--- config.mk ---
export PLATFORM = sky130hd
export DESIGN_NAME = vga_timer
export DESIGN_NICKNAME = d
export VERILOG_FILES = /design/src/rtl/vga_timing_pkg.sv /design/src/rtl/sig_delay.sv /design/src/rtl/vga_timer.sv
export SDC_FILE = /design/constraint.sdc
export NUM_CORES = 1
export LEC_CHECK = 0
export BUFFER_PORTS_ARGS = -buffer_cell sky130_fd_sc_hd__buf_2
export CELL_PAD_IN_SITES_DETAIL_PLACEMENT = 1
export CELL_PAD_IN_SITES_GLOBAL_PLACEMENT = 1
export CORE_UTILIZATION = 33
export CTS_CLUSTER_DIAMETER = 60
export DETAILED_ROUTE_END_ITERATION = 10
export GPL_ROUTABILITY_DRIVEN = 0
export HOLD_SLACK_MARGIN = 0.08
export PLACE_DENSITY_LB_ADDON = 0.1
export SETUP_SLACK_MARGIN = 0.1
export SYNTH_ARGS = -nofsm -noshare
export SYNTH_HDL_FRONTEND = slang
export SYNTH_HIERARCHICAL = 1
export SYNTH_SLANG_ARGS = --single-unit
--- constraint.sdc ---
create_clock -name clk -period 2.06 [get_ports clk]
set_clock_uncertainty 0.1 [all_clocks]
set_input_delay 0.103 -clock clk [delete_from_list [all_inputs] [get_ports clk]]
set_output_delay 0.103 -clock clk [all_outputs]
set_load 0.01 [all_outputs]
--- src/rtl/vga_timing_pkg.sv ---
// Shared raster timing defaults, derived totals, coordinate type and flag bundle.
// Combinational definitions only.
package vga_timing_pkg;
  localparam int H_ACTIVE_DEF = 640;
  localparam int H_FP_DEF     = 16;
  localparam int H_SYNC_DEF   = 96;
  localparam int H_BP_DEF     = 48;
  localparam int V_ACTIVE_DEF = 480;
  localparam int V_FP_DEF     = 10;
  localparam int V_SYNC_DEF   = 2;
  localparam int V_BP_DEF     = 33;

  localparam int H_TOTAL_DEF      = H_ACTIVE_DEF + H_FP_DEF + H_SYNC_DEF + H_BP_DEF;
  localparam int V_TOTAL_DEF      = V_ACTIVE_DEF + V_FP_DEF + V_SYNC_DEF + V_BP_DEF;
  localparam int H_SYNC_START_DEF = H_ACTIVE_DEF + H_FP_DEF;
  localparam int H_SYNC_END_DEF   = H_SYNC_START_DEF + H_SYNC_DEF;
  localparam int V_SYNC_START_DEF = V_ACTIVE_DEF + V_FP_DEF;
  localparam int V_SYNC_END_DEF   = V_SYNC_START_DEF + V_SYNC_DEF;

  localparam int COORD_W = 10;
  typedef logic [COORD_W-1:0] coord_t;

  // Bit order matches the {fs, active, vs, hs} bundle carried by the delay line.
  typedef struct packed {
    logic fs;
    logic active;
    logic vs;
    logic hs;
  } flags_t;

  function automatic logic in_span(coord_t v, coord_t lo, coord_t hi);
    return (v >= lo) && (v < hi);
  endfunction
endpackage

--- src/rtl/sig_delay.sv ---
// Fixed-depth shift register with synchronous active-low clear to RST_VAL.
// Latency: DEPTH cycles from d to q.
module sig_delay #(
  parameter int               WIDTH   = 4,
  parameter int               DEPTH   = 2,
  parameter logic [WIDTH-1:0] RST_VAL = '0
) (
  input  logic             clk,
  input  logic             rst_n,
  input  logic [WIDTH-1:0] d,
  output logic [WIDTH-1:0] q
);
  logic [WIDTH-1:0] stage [DEPTH];

  always_ff @(posedge clk) begin
    if (!rst_n) begin
      for (int i = 0; i < DEPTH; i++) stage[i] <= RST_VAL;
    end else begin
      stage[0] <= d;
      for (int i = 1; i < DEPTH; i++) stage[i] <= stage[i-1];
    end
  end

  assign q = stage[DEPTH-1];
endmodule

--- src/rtl/vga_timer.sv ---
// VGA raster counters with sync/blank/frame flags trailing x/y by LEAD cycles.
// frame_cnt updates on the frame wrap edge with no extra delay.
module vga_timer
  import vga_timing_pkg::*;
#(
  parameter int H_ACTIVE = H_ACTIVE_DEF,
  parameter int H_FP     = H_FP_DEF,
  parameter int H_SYNC   = H_SYNC_DEF,
  parameter int H_BP     = H_BP_DEF,
  parameter int V_ACTIVE = V_ACTIVE_DEF,
  parameter int V_FP     = V_FP_DEF,
  parameter int V_SYNC   = V_SYNC_DEF,
  parameter int V_BP     = V_BP_DEF,
  parameter bit SYNC_POL = 1'b0,
  parameter int LEAD     = 2
) (
  input  logic       clk,
  input  logic       rst_n,
  output logic [9:0] x,
  output logic [9:0] y,
  output logic       hsync,
  output logic       vsync,
  output logic       activevideo,
  output logic       frame_start,
  output logic [7:0] frame_cnt
);
  localparam int H_TOTAL = H_ACTIVE + H_FP + H_SYNC + H_BP;
  localparam int V_TOTAL = V_ACTIVE + V_FP + V_SYNC + V_BP;

  if (H_TOTAL > 1024 || V_TOTAL > 1024) begin : g_bad_total
    $error("vga_timer: line or frame total exceeds 10-bit counter range");
  end
  if (LEAD < 1 || LEAD > 4) begin : g_bad_lead
    $error("vga_timer: LEAD must be in 1..4");
  end

  localparam coord_t H_LAST   = coord_t'(H_TOTAL - 1);
  localparam coord_t V_LAST   = coord_t'(V_TOTAL - 1);
  localparam coord_t H_ACT    = coord_t'(H_ACTIVE);
  localparam coord_t V_ACT    = coord_t'(V_ACTIVE);
  localparam coord_t HS_START = coord_t'(H_ACTIVE + H_FP);
  localparam coord_t HS_END   = coord_t'(H_ACTIVE + H_FP + H_SYNC);
  localparam coord_t VS_START = coord_t'(V_ACTIVE + V_FP);
  localparam coord_t VS_END   = coord_t'(V_ACTIVE + V_FP + V_SYNC);

  always_ff @(posedge clk) begin
    if (!rst_n) begin
      x         <= '0;
      y         <= '0;
      frame_cnt <= '0;
    end else if (x == H_LAST) begin
      x <= '0;
      if (y == V_LAST) begin
        y         <= '0;
        frame_cnt <= frame_cnt + 8'd1;
      end else begin
        y <= y + 10'd1;
      end
    end else begin
      x <= x + 10'd1;
    end
  end

  flags_t dec;
  flags_t dly;

  always_comb begin
    dec        = '0;
    dec.active = (x < H_ACT) && (y < V_ACT);
    dec.hs     = in_span(x, HS_START, HS_END);
    dec.vs     = in_span(y, VS_START, VS_END);
    dec.fs     = (x == '0) && (y == '0);
  end

  // First stage is the decode register; the rest stretch it to LEAD cycles.
  sig_delay #(
    .WIDTH  (4),
    .DEPTH  (LEAD),
    .RST_VAL(4'b0000)
  ) u_flag_dly (
    .clk  (clk),
    .rst_n(rst_n),
    .d    (dec),
    .q    (dly)
  );

  assign hsync       = dly.hs ? SYNC_POL : ~SYNC_POL;
  assign vsync       = dly.vs ? SYNC_POL : ~SYNC_POL;
  assign activevideo = dly.active;
  assign frame_start = dly.fs;
endmodule

==> reports/qor.yml, run 1 <==
outcome:
  outcome: "finished clean"
timing:
  hold_viol_final: 0
  fmax_ghz: 0.509
  tightest_slew_ps: 467
  finalCritPeriodShare: 0.953
  setup_viol: 0
  whs_ps: 345
  slew_violations: 0
  fin_crit_ps: 1960
  slew_headroom: 0.688
  rsz0062_at_grt: "yes"
critical_path:
  crit_path_start_kind: "register"
  crit_arrival_ps: 2090
  cp.required_ps: 2190
  cp-end-kind: "register"
  critPathMaxFanout: 5
  r2r_slack_ps: 100
  slowest_stage: "or4_4"
  r2r-end: "y[8]"
  cp_slowest_stage_delay_ps: 500
  path_delay_family: "simple AND/OR/NAND/NOR gates"
  cp_num_buf_inv: 1
  crit-reg2reg-launch: "x[1]"
  path_class: "register to register"
  r2r_cells: 6
  crit_chain: "ha_4, nand4_1, buf_4, or3_4, or4_4, a21oi_2"
synthesis:
  synth_nets: 205
  yosys_warnings: 6
  synth_seq_area_share: 0.432
  synth-async-reset-ratio: 0
  synth.top_cell.area_share: 0.432
  ys_types: 31
  yosys_register_bits: 36
  yosys_most_used_dff: "dfxtp_1"
  syn_area_per_cell_um2: 8.43
  syn-cell-area_um2: 1670
  syn_inst: 198
  synth_edf_count: 0
  yosys.area.top_type: "dfxtp_1"
  synthTopCellsByArea: "dfxtp_1, a21oi_1, or4_1"
grt:
  track_usage: 0.209
  first_global_vias: 1748
  grt-ovfl-total: 0
  grt_max_degree: 15
  antenna_found_initial: 0
  grt_pass1_wl_mm: 8.45
pwr:
  power.leakage_nw: 0.947
  vdd_ir_drop_max_mv: 0.354
  p_total_mw: 1.60
  p_per_area_nw_per_um2: 669
layout:
  num-fill-cells: 586
  diodes: 0
  final_nets: 269
  layout-drive-gt1-share: 0.365
  area_delta_synth_final_pct: 43.3
floorplan:
  die_area_um2: 5350
  die_y_um: 73.1
  fp.dieW_um: 73.1
  io_pins: 34
  core_area_um2: 4790
  start_util: 0.349
  rows: 25
clock_tree:
  clk_pin_slew_worst_paths_ps: 80
  clk_latency_ps: 290
  cts_made_buffers: 5
  root_buffer: "clkbuf_8"
  cts_sinks: 36
  cts_buffer_depth: 2
  cts_tree: "done"
  htree_levels: 2
hold_path:
  hp-start: "u_flag_dly/stage[0][0]"
  hp-class: "register to register"
  hold_path_end: "u_flag_dly/stage[0][4]"
  whs_path_depth: 1
routing:
  avgRoutedWirePerCell_um: 17.0
  route.detailed.drc: 0
  dr.first_iter.drc_count: 98
  routed_wl_mm: 5.60
  vias_per_cell: 5.21
  drtAntennaViolNets: 0
  first_pass_iters: 4
  vias: 1719
placed_design:
  port_buffers: 33
  dpl.hpwl_mm: 3.55
flow_run:
  drv_cap: 0
cells by family after synthesis:
kind of cell / share of synthesized area
buffers and inverters: 0.0622
AOI/OAI and AO/OA: 0.109
xor gates and xnor gates: 0.0525
DFF: 0.432
and+or+nand+nor: 0.307
adders and majority gates: 0.0375
area by class of cell:
class,count,area (um^2),share of cell area
Clock buffer,6,93.8,0.0392
Clock inverter,2,60.1,0.0251
Inverter,12,45.0,0.0188
Multi-Input combinational cell,141,958,0.401
Sequential cell,36,736,0.308
Tap cell,67,83.8,0.0350
Timing Repair Buffer,66,415,0.174
routing by layer:
layer	wire length [um]	vias up	global-route usage
met5	0	-	0
li1	-	824	-
met1	2460	838	0.252
met4	111	0	0.0763
met2	2820	43	0.359
met3	214	14	0.0483
per-stage QoR:
stage / instance area [um^2] / setup WS, ps / utilization / setup TNS [ps] / cells
2_1_floorplan: 1720 / 41.9 / - / 0 / 198
4_1_cts: 2320 / 72.8 / 0.484 / 0 / 326
3_5_place_dp: 2060 / -81.7 / 0.431 / -139 / 310
5_1_grt: 2390 / 21.0 / 0.500 / 0 / 330
6_report: 2390 / 96.7 / 0.500 / 0 / 330
3_3_place_gp: 2060 / 38.9 / 0.431 / 0 / 310
power breakdown:
group	switching, mW	internal (mW)	total (mW)
combinational	0.0381	0.0298	0.0679
sequential	0.00572	0.703	0.709
clock	0.268	0.557	0.825
synthesized netlist by cell type, drive strengths merged (2+ instances only):
cell type  count
nor2          15
and2          10
xor2           3
buf            5
o21ai         10
nand3         10
xnor2          7
nor4           5
and3           2
nand2         12
or4            9
dfxtp         36
or3            9
nor3           5
inv           12
a21oi         16
nand4          8
o31ai          7
ha             5
clkbuf         6
state kept, by name, indices dropped and copies added (netlist names):
signal	count
y	10
u_flag_dly/stage	8
x	10
frame_cnt	8
repair_timing:
action,CTS,global route
buffers inserted,6,3
hold buffers,1,0
gates cloned,1,1
setup endpoints to repair,18,10
endpoints found under the hold margin,2,0
resized for setup,9,8
pin swaps,5,3
how the worst max path moves through the flow:
stage / startpoint / cells past startpoint / slack, ps / end
floorplan: x[6] / 6 / 40 / frame_cnt[4]
global placement: x[1] / 5 / 40 / y[3]
detailed placement: x[1] / 5 / -80 / y[8]
CTS: x[1] / 6 / 70 / y[8]
global route: x[1] / 6 / 20 / y[8]
finish: x[1] / 6 / 100 / y[8]
cell usage in the layout, fill, tap and decap left out, drive strengths merged, types with 6 or more instances in the layout:
| master | synthesis | final |
|---|---|---|
| inv | 12 | 12 |
| nand4 | 8 | 9 |
| o31ai | 7 | 7 |
| buf | 5 | 65 |
| and2 | 10 | 10 |
| or4 | 9 | 9 |
| xnor2 | 7 | 7 |
| or3 | 9 | 10 |
| dfxtp | 36 | 36 |
| nand3 | 10 | 10 |
| nor2 | 15 | 15 |
| nand2 | 12 | 12 |
| a21oi | 16 | 16 |
| clkbuf | 6 | 6 |
| o21ai | 10 | 10 |
No activity file was read; power rests on OpenSTA's default activity.
==> inputs of run 2 (changes only) <==
--- a/config.mk
+++ b/config.mk
@@ -9,6 +9,7 @@
 export CELL_PAD_IN_SITES_DETAIL_PLACEMENT = 1
 export CELL_PAD_IN_SITES_GLOBAL_PLACEMENT = 1
 export CORE_UTILIZATION = 33
+export CTS_BUF_LIST = sky130_fd_sc_hd__clkbuf_8
 export CTS_CLUSTER_DIAMETER = 60
 export DETAILED_ROUTE_END_ITERATION = 10
 export GPL_ROUTABILITY_DRIVEN = 0
==> reports/qor.yml, run 2 (same netlist as run 1, synthesis figures left out) <==
outcome:
  outcome: "finished clean"  # unchanged
grt:
  grt_pass1_wl_mm: 8.47  # was 8.45 mm
  grt_max_degree: 15  # unchanged
  first_global_vias: 1759  # was 1748
  busiest_layer: "met2"  # unchanged
  met1_usage: 0.252  # unchanged
  antenna_found_initial: 0  # unchanged
  gr-usage-met3: 0.0483  # unchanged
  grt.met2_usage: 0.361  # was 0.359
  grt-ovfl-total: 0  # unchanged
  track_usage: 0.209  # about the same
floorplan:
  die_y_um: 73.1  # unchanged
  io_pins: 34  # unchanged
  rows: 25  # unchanged
  start_util: 0.349  # unchanged
  core_area_um2: 4790  # unchanged
  die_area_um2: 5350  # unchanged
  fp.dieW_um: 73.1  # unchanged
placed_design:
  pre_cts_slack_ps: -81.7  # unchanged
  port_buffers: 33  # unchanged
  post_dp_cell_area_um2: 2060  # unchanged
  dpl.hpwl_mm: 3.55  # unchanged
critical_path:
  cp.required_ps: 2190  # about the same
  crit_path_start_kind: "register"  # unchanged
  r2r_cells: 6  # unchanged
  cp-end-kind: "register"  # unchanged
  path_class: "register to register"  # unchanged
  crit_arrival_ps: 2090  # about the same
  critPathMaxFanout: 5  # unchanged
  r2r-end: "y[8]"  # unchanged
  r2r_slack_ps: 100  # about the same
  crit-reg2reg-launch: "x[1]"  # unchanged
pwr:
  p_total_mw: 1.65  # was 1.60 mW
  p_per_area_nw_per_um2: 688  # was 669 nW/um^2
  vdd_ir_drop_max_mv: 0.354  # unchanged
  power.leakage_nw: 0.949  # was 0.947 nW
timing:
  hold_viol_final: 0  # unchanged
  slew_violations: 0  # unchanged
  fin_crit_ps: 1960  # about the same
  slew_headroom: 0.686  # was 0.688
  setup_viol: 0  # unchanged
  fmax_ghz: 0.510  # was 0.509 GHz
  setup_slack_ps: 98.2  # was 96.7 ps
  tightest_slew_ps: 471  # was 467 ps
  rsz0062_at_grt: "yes"  # unchanged
  finalCritPeriodShare: 0.952  # was 0.953
routing:
  avgRoutedWirePerCell_um: 17.0  # about the same
  vias_per_cell: 5.21  # about the same
  dr.first_iter.drc_count: 113  # was 98
  vias: 1718  # was 1719
  route.detailed.drc: 0  # unchanged
  routed_wl_mm: 5.62  # was 5.60 mm
  drtAntennaViolNets: 0  # unchanged
  first_pass_iters: 4  # unchanged
flow_run:
  drv_cap: 0  # unchanged
layout:
  area_delta_synth_final_pct: 43.6  # was 43.3%
  most-common-layout-cells: "buf_2, dfxtp_1, buf_4"  # unchanged
  final_nets: 269  # unchanged
  top_regs: "x: 10 flops, y: 10 flops"  # unchanged
  diodes: 0  # unchanged
  final_area_um2: 2400  # was 2390 um^2
  final_common_cell: "buf_2"  # unchanged
  layout-drive-gt1-share: 0.365  # unchanged
hold_path:
  whs_path_depth: 1  # unchanged
  hold_path_end: "u_flag_dly/stage[0][4]"  # unchanged
  hp-start: "u_flag_dly/stage[0][0]"  # unchanged
  hp-class: "register to register"  # unchanged
clock_tree:
  root_buffer: "clkbuf_8"  # unchanged
  clk_pin_slew_worst_paths_ps: 80  # about the same
  cts_made_buffers: 5  # unchanged
  cts_buffer_depth: 2  # unchanged
  cts_tree: "done"  # unchanged
  cts_sinks: 36  # unchanged
  htree_levels: 2  # unchanged
  clk_latency_ps: 290  # about the same
[run 2: changes by cell type in the layout (fill, tap and decap cells not counted)]
| cell | previous run | this run |
|---|---|---|
| bufinv_16 | 2 | 3 |
| clkbuf_16 | 1 | 0 |
[run 2: critical path: stages (launching register included)]
cell and delay, ps:
dfxtp_4 360, ha_4 130, nand4_1 90, buf_4 170
or3_4 400, or4_4 500, a21oi_2 140
[run 2: final cells by class]
| class | instances | area, um^2 |
|---|---|---|
| fillers | 586 | 2390 |
| multi-input cells | 141 | 958 |
| flip-flops and latches | 36 | 736 |
| repair buffers | 66 | 415 |
| clock inverters | 3 | 90.1 |
| well taps | 67 | 83.8 |
| clock buffers | 5 | 68.8 |
| inverters | 12 | 45.0 |
[run 2: report_power, final]
part	switching [mW]	total, mW	internal, mW
clock network	0.267	0.873	0.606
registers	0.00570	0.709	0.703
logic	0.0382	0.0680	0.0298
[run 2: metrics by stage]
stage          utilization  hold slack [ps]  setup TNS [ps]  instances
5_1_grt              0.501              361               0        330
3_3_place_gp         0.431              313               0        310
4_1_cts              0.485              352               0        326
2_1_floorplan            -              125               0        198
3_5_place_dp         0.431              331            -139        310
6_report             0.501              345               0        330
[run 2: how the worst max path moves through the flow]
| stage | start | endpoint | slack [ps] |
|---|---|---|---|
| 2_1_floorplan | x[6] | frame_cnt[4] | 40 |
| 3_3_place_gp | x[1] | y[3] | 40 |
| 3_5_place_dp | x[1] | y[8] | -80 |
| 4_1_cts | x[1] | y[8] | 70 |
| 5_1_grt | x[1] | y[8] | 20 |
| 6_report | x[1] | y[8] | 100 |
[run 2: metal layers]
metal	wire length, um	vias up
met5	0	-
met4	111	0
met3	208	14
met2	2830	41
met1	2460	839
li1	-	824
[run 2: repair_timing]
| item | 4_1_cts | 5_1_grt |
|---|---|---|
| gates cloned | 1 | 1 |
| setup buffers | 6 | 3 |
| hold endpoints to repair | 2 | 0 |
| gates resized for setup | 9 | 8 |
| pin swaps | 5 | 3 |
| hold buffers | 1 | 0 |
| setup endpoints to repair | 19 | 10 |
